File: src/rtl/neuron_pkg.sv
// neuron_pkg
// Shared types and constants for the leaky integrate-and-fire neuron slice.
//   neuronState_t   : neuron operating phase {INTEG, FIRE, REFRAC}
//   POST_DELAY_W    : width of the post-spike tWin delay counter
//   POST_DELAY_MAX  : saturation value of that counter (also its reset value)
package neuron_pkg;

   typedef enum logic [1:0] {
      INTEG  = 2'd0,
      FIRE   = 2'd1,
      REFRAC = 2'd2
   } neuronState_t;

   localparam int                POST_DELAY_W   = 4;
   localparam logic [POST_DELAY_W-1:0] POST_DELAY_MAX = 4'd15;

endpackage : neuron_pkg

File: src/rtl/post_delay_ctr.sv
// post_delay_ctr
// Saturating count of tWin ticks since the last output spike.
// Ports:
//   clk    in  : clock, rising edge
//   reset  in  : asynchronous active-low reset, forces count to POST_DELAY_MAX
//   clear  in  : zero the count (takes priority over tick)
//   tick   in  : one-cycle timing-window tick, increments the count
//   count  out : registered count, saturates at POST_DELAY_MAX
module post_delay_ctr
   import neuron_pkg::*;
(
   input  logic                    clk,
   input  logic                    reset,
   input  logic                    clear,
   input  logic                    tick,
   output logic [POST_DELAY_W-1:0] count
);

   logic [POST_DELAY_W-1:0] count_r;

   // Count register: clear beats tick so a tick coinciding with a spike still reads 0.
   always_ff @(posedge clk or negedge reset) begin
      if (!reset) begin
         count_r <= POST_DELAY_MAX;
      end else if (clear) begin
         count_r <= '0;
      end else if (tick && (count_r != POST_DELAY_MAX)) begin
         count_r <= count_r + 4'd1;
      end else begin
         count_r <= count_r;
      end
   end

   assign count = count_r;

endmodule : post_delay_ctr

File: src/rtl/lif_neuron.sv
// lif_neuron
// Leaky integrate-and-fire neuron. Integrates weighted synaptic current into a
// saturating membrane potential, emits a one-cycle spike when the threshold is
// reached, then holds a fixed refractory period during which input is ignored.
// Build option: define LIF_NEURON_LEAK_EN to enable the membrane leak
// (mem >> LEAK_SHIFT per cycle); without it the neuron is pure integrate-and-fire.
// Ports:
//   clk        in  : clock, rising edge
//   reset      in  : asynchronous active-low reset
//   synIn      in  : unsigned weighted synaptic current [WIDTH]
//   synValid   in  : integrate synIn this cycle
//   tWin       in  : one-cycle timing-window tick
//   postSpike  out : registered one-cycle spike (high only in FIRE)
//   postDelay  out : saturating tWin ticks since the last spike [4]
//   membrane   out : registered membrane potential [WIDTH]
module lif_neuron
   import neuron_pkg::*;
#(
   parameter int WIDTH      = 16,
   parameter int THRESH     = 100,
   parameter int LEAK_SHIFT = 4,
   parameter int REFRAC_CYC = 4
)
(
   input  logic                    clk,
   input  logic                    reset,
   input  logic [WIDTH-1:0]        synIn,
   input  logic                    synValid,
   input  logic                    tWin,
   output logic                    postSpike,
   output logic [POST_DELAY_W-1:0] postDelay,
   output logic [WIDTH-1:0]        membrane
);

`ifdef LIF_NEURON_LEAK_EN
   localparam bit LEAK_ON = 1'b1;
`else
   localparam bit LEAK_ON = 1'b0;
`endif

   localparam logic [WIDTH-1:0] THRESH_V    = WIDTH'(THRESH);
   localparam logic [3:0]       REFRAC_LOAD = 4'(REFRAC_CYC - 1);

   neuronState_t     state_r,     stateNext_s;
   logic [WIDTH-1:0] mem_r,       memNext_s;
   logic             postSpike_r, spikeNext_s;
   logic [3:0]       refCnt_r,    refNext_s;
   logic             clearDelay_s;

   logic [WIDTH-1:0] leak_s;
   logic [WIDTH-1:0] drained_s;
   logic [WIDTH:0]   sum_s;
   logic [WIDTH-1:0] integ_s;
   logic             crossed_s;

   // Integration datapath: leak never exceeds mem, so only the add can overflow.
   always_comb begin
      leak_s    = '0;
      drained_s = '0;
      sum_s     = '0;
      integ_s   = '0;
      crossed_s = 1'b0;
      if (LEAK_ON) begin
         leak_s = mem_r >> LEAK_SHIFT;
      end else begin
         leak_s = '0;
      end
      drained_s = mem_r - leak_s;
      if (synValid) begin
         sum_s = {1'b0, drained_s} + {1'b0, synIn};
      end else begin
         sum_s = {1'b0, drained_s};
      end
      if (sum_s[WIDTH]) begin
         integ_s = '1;
      end else begin
         integ_s = sum_s[WIDTH-1:0];
      end
      crossed_s = (integ_s >= THRESH_V);
   end

   // Next-state and next-register values for the neuron phase machine.
   always_comb begin
      stateNext_s  = state_r;
      memNext_s    = mem_r;
      spikeNext_s  = 1'b0;
      refNext_s    = refCnt_r;
      clearDelay_s = 1'b0;
      case (state_r)
         INTEG: begin
            if (crossed_s) begin
               stateNext_s  = FIRE;
               memNext_s    = '0;
               spikeNext_s  = 1'b1;
               clearDelay_s = 1'b1;
            end else begin
               memNext_s = integ_s;
            end
         end
         FIRE: begin
            // Keep the delay cleared through the whole spike cycle.
            stateNext_s  = REFRAC;
            memNext_s    = '0;
            refNext_s    = REFRAC_LOAD;
            clearDelay_s = 1'b1;
         end
         REFRAC: begin
            memNext_s = '0;
            if (refCnt_r == 4'd0) begin
               stateNext_s = INTEG;
            end else begin
               refNext_s = refCnt_r - 4'd1;
            end
         end
         default: begin
            stateNext_s = INTEG;
            memNext_s   = '0;
            refNext_s   = 4'd0;
         end
      endcase
   end

   // Phase, membrane, spike and refractory registers.
   always_ff @(posedge clk or negedge reset) begin
      if (!reset) begin
         state_r     <= INTEG;
         mem_r       <= '0;
         postSpike_r <= 1'b0;
         refCnt_r    <= 4'd0;
      end else begin
         state_r     <= stateNext_s;
         mem_r       <= memNext_s;
         postSpike_r <= spikeNext_s;
         refCnt_r    <= refNext_s;
      end
   end

   post_delay_ctr u_postDelay (
      .clk   (clk),
      .reset (reset),
      .clear (clearDelay_s),
      .tick  (tWin),
      .count (postDelay)
   );

   assign postSpike = postSpike_r;
   assign membrane  = mem_r;

endmodule : lif_neuron

File: config.mk
export PLATFORM = sky130hd
export DESIGN_NAME = lif_neuron
export DESIGN_NICKNAME = d
export VERILOG_FILES = /design/src/rtl/neuron_pkg.sv /design/src/rtl/post_delay_ctr.sv /design/src/rtl/lif_neuron.sv
export SDC_FILE = /design/constraint.sdc
export NUM_CORES = 1
export LEC_CHECK = 0
export BUFFER_PORTS_ARGS = -buffer_cell sky130_fd_sc_hd__buf_2
export CAP_MARGIN = 20
export CORE_MARGIN = 1
export CORE_UTILIZATION = 55
export DETAILED_ROUTE_END_ITERATION = 16
export PLACE_DENSITY = 0.8
export SLEW_MARGIN = 15
export SYNTH_ARGS = -nofsm -noshare
export SYNTH_HDL_FRONTEND = slang
export SYNTH_SLANG_ARGS = --single-unit
File: constraint.sdc
create_clock -name clk -period 4.6 [get_ports clk]
set_input_delay 0.69 -clock clk [delete_from_list [all_inputs] [get_ports clk]]
set_output_delay 0.69 -clock clk [all_outputs]
set_load 0.02 [all_outputs]
==> reports/results.ini <==
[die]
pin_count=41
start_util_pct=58.6
rows=22
die_w_um=64.9
die-area_sq_um=4210
core_area_sq_um=3720
die_y_um=64.9

[yosys]
async_reset_ff_share_pct=100
ys_seq_elements=27
synth_cell_types=55
synth_common_cells=dfrtp_1 (23), ha_1 (23), a21oi_1 (17)
yosysSeqAreaShare_pct=31.3
synth_top_family_by_area=compound AO/OA/AOI/OAI gates
synth-simple-area-share_pct=19.3
synth_top_area_share_pct=26.5
synth_compound_area_share_pct=25.5
yosys-mux-area-fraction_pct=2.30
syn_area_sq_um=2180
avgSynthCellArea_sq_um=9.30
synthFlopType=dfrtp_1
synth-xor-area-share_pct=4.03
synthTopCellsByArea=dfrtp_1 (26%), ha_1 (13%), dfstp_2 (4.8%), a21oi_1 (3.9%), o221a_2 (3.6%)
yosysTopAreaCell=dfrtp_1
yosysWarningCount=0
synth-adder-area-share_pct=14.1
syn_inst=234
synth_edf_count=0

[clock_network]
cts_resized=0
postCtsHoldBufs=0
post_cts_buffers=0
cts_tree=yes
clock_latency_ns=0.27
cts_buffers=3
cts_max_level=1
clock_sinks=27
cts_buffer_depth=2
clkSlewWorstSetupHoldPaths_ns=0.09
root_buffer=clkbuf_8

[global_routing]
grt_first_pass_wirelength_mm=8.19
antenna_found_initial=0
grt_pass1_vias=1840
grt_remaining_overflow=0
track_usage_pct=24.9
grt_max_degree=28

[timing]
grt_setup_unrepaired=no
finalHoldViolCount=0
finalCritPeriodShare_pct=76.4
finalSetupTns_ns=0
slew_headroom_pct=58.8
timing.fmax_mhz=284
setup_viol=0
skew_ns=0.00820
period_minus_slack_ns=3.52
slew_viol_final=0
worstMarginPinSlew_ns=0.612

[final_layout]
stdcell_count=325
layout-drive-gt1-share_pct=22.0
design_area_sq_um=2470
area_growth_pct=13.7
layout.nets=322
fin_util_pct=66.6
diodes=0

[worst_setup_path]
cpPeakStageDelay_ns=0.56
crit_chain=buf_2 > ha_1 > and3_4 > a221oi_2 > or4_1 > a311o_1 > a211o_1 > or4_4 > a21oi_4 > o311ai_0
crit_path_max_fanout=9
crit_type=input port to flop
rrSetupSlack_ns=1.14
critPathTopFamily=simple AND/OR/NAND/NOR gates
cp-end-kind=flop
start_kind=input port
cp_slowest_cell=or4_1
rr_worst_depth=9
path_depth=10
critPathRequiredTime_ns=4.74
critPathBufInv=1
cp.arrival_ns=3.66

[job]
drv_cap=0

[pwr]
leakagePower_nw=1.17
ir_drop_uv=218
power.total_mw=0.747
cellPowerDensity_nw_per_um2=302

[place]
numPortBuffers=40
dpl.hpwl_mm=3.81
dp.cells=321
place_area_sq_um=2430
globalplace.congestion=0.870

[outcome]
status=finished clean

[routing]
dr.first_iter.drc_count=71
viasPerCell=6.03
drtPass1Iterations=4
wl_per_cell_um=15.0
wirelength_mm=4.87
ant_nets=0
num_vias=1959
drc_errors=0

[min_path]
min_path_type=input port to async pin

==> logic make-up (layout without fill, tap and decap cells) <==
kind of cell    Yosys count  after routing
compound gates           75             75
xor+xnor                 10             10
fa+ha+maj                24             24
buf+inv                  18             53
flops                    27             27
mux                       5              5
other cells               1              9
simple gates             74             74
==> stage by stage <==
stage	hold slack (ns)	setup WS [ns]
after floorplan	0.394	1.14
after global placement	0.484	0.873
after detailed placement	0.494	0.822
after CTS	0.438	1.11
after global routing	0.455	0.968
final	0.402	1.08
==> path summary, 6_finish.rpt <==
check,to,startpoint
hold / removal,membrane[2],reset
max in group asynchronous,refCnt_r[2],reset
setup reg to reg,state_r[1],membrane[5]
min in group clk,refCnt_r[3],refCnt_r[3]
setup / recovery,state_r[1],synIn[5]
hold reg to reg,refCnt_r[3],refCnt_r[3]
==> cell usage in the layout (no fill, tap or decap), types with 2 or more instances in the layout <==
master	synthesis	final
buf_2	0	40
ha_1	23	23
dfrtp_1	23	23
a21oi_1	17	17
nand2_1	13	13
nor2_1	12	12
o21ai_0	12	12
nand4_1	10	10
inv_1	9	9
conb_1	1	9
a21o_1	7	7
o221a_2	7	7
xnor2_1	6	6
a211oi_1	6	6
mux2i_1	5	5
nor3_1	4	4
nand2b_1	4	4
and2_1	4	4
xor2_1	4	4
nor3b_1	4	4
dfstp_2	4	4
nor2b_1	3	3
or3_1	3	3
nor4_1	3	3
or4_1	3	3
a31oi_1	3	3
clkbuf_8	0	3
o311ai_0	2	2
and3_1	2	2
nand3_1	2	2
o2111ai_1	2	2
a21boi_0	2	2
a221o_1	2	2
and4_1	2	2
==> routing by layer <==
metal  share of wire, %  wire length [um]  GRT usage [%]  vias to the layer above
li1                   -                 -              -                      977
met1                 48              2340           33.0                      933
met2                 47              2310           42.8                       47
met3                4.0               194           4.40                        2
met4               0.43                21           3.61                        0
met5                  0                 0              0                        -
==> registers in the layout (all words and copies together), names as in the netlist <==
| name | count |
|---|---|
| u_postDelay.count | 4 |
| state_r | 2 |
| membrane | 16 |
| refCnt_r | 4 |
| postSpike | 1 |
==> cell type report <==
type / count / area [sq um]
multi-input combinational: 197 / 1450
fill: 328 / 1240
sequential: 27 / 681
timing repair buffer: 40 / 200
tap: 48 / 60.1
clock buffer: 3 / 41.3
inverter: 9 / 33.8
clock inverter: 1 / 5.00
==> power by group <==
group          total, mW  internal, mW  leakage, nW  switching [mW]
combinational      0.312         0.124        0.810           0.189
clock              0.131        0.0606       0.0255          0.0701
sequential         0.304         0.275        0.335          0.0293
total              0.747         0.459         1.17           0.288
No activity file was read; power rests on OpenSTA's default activity.
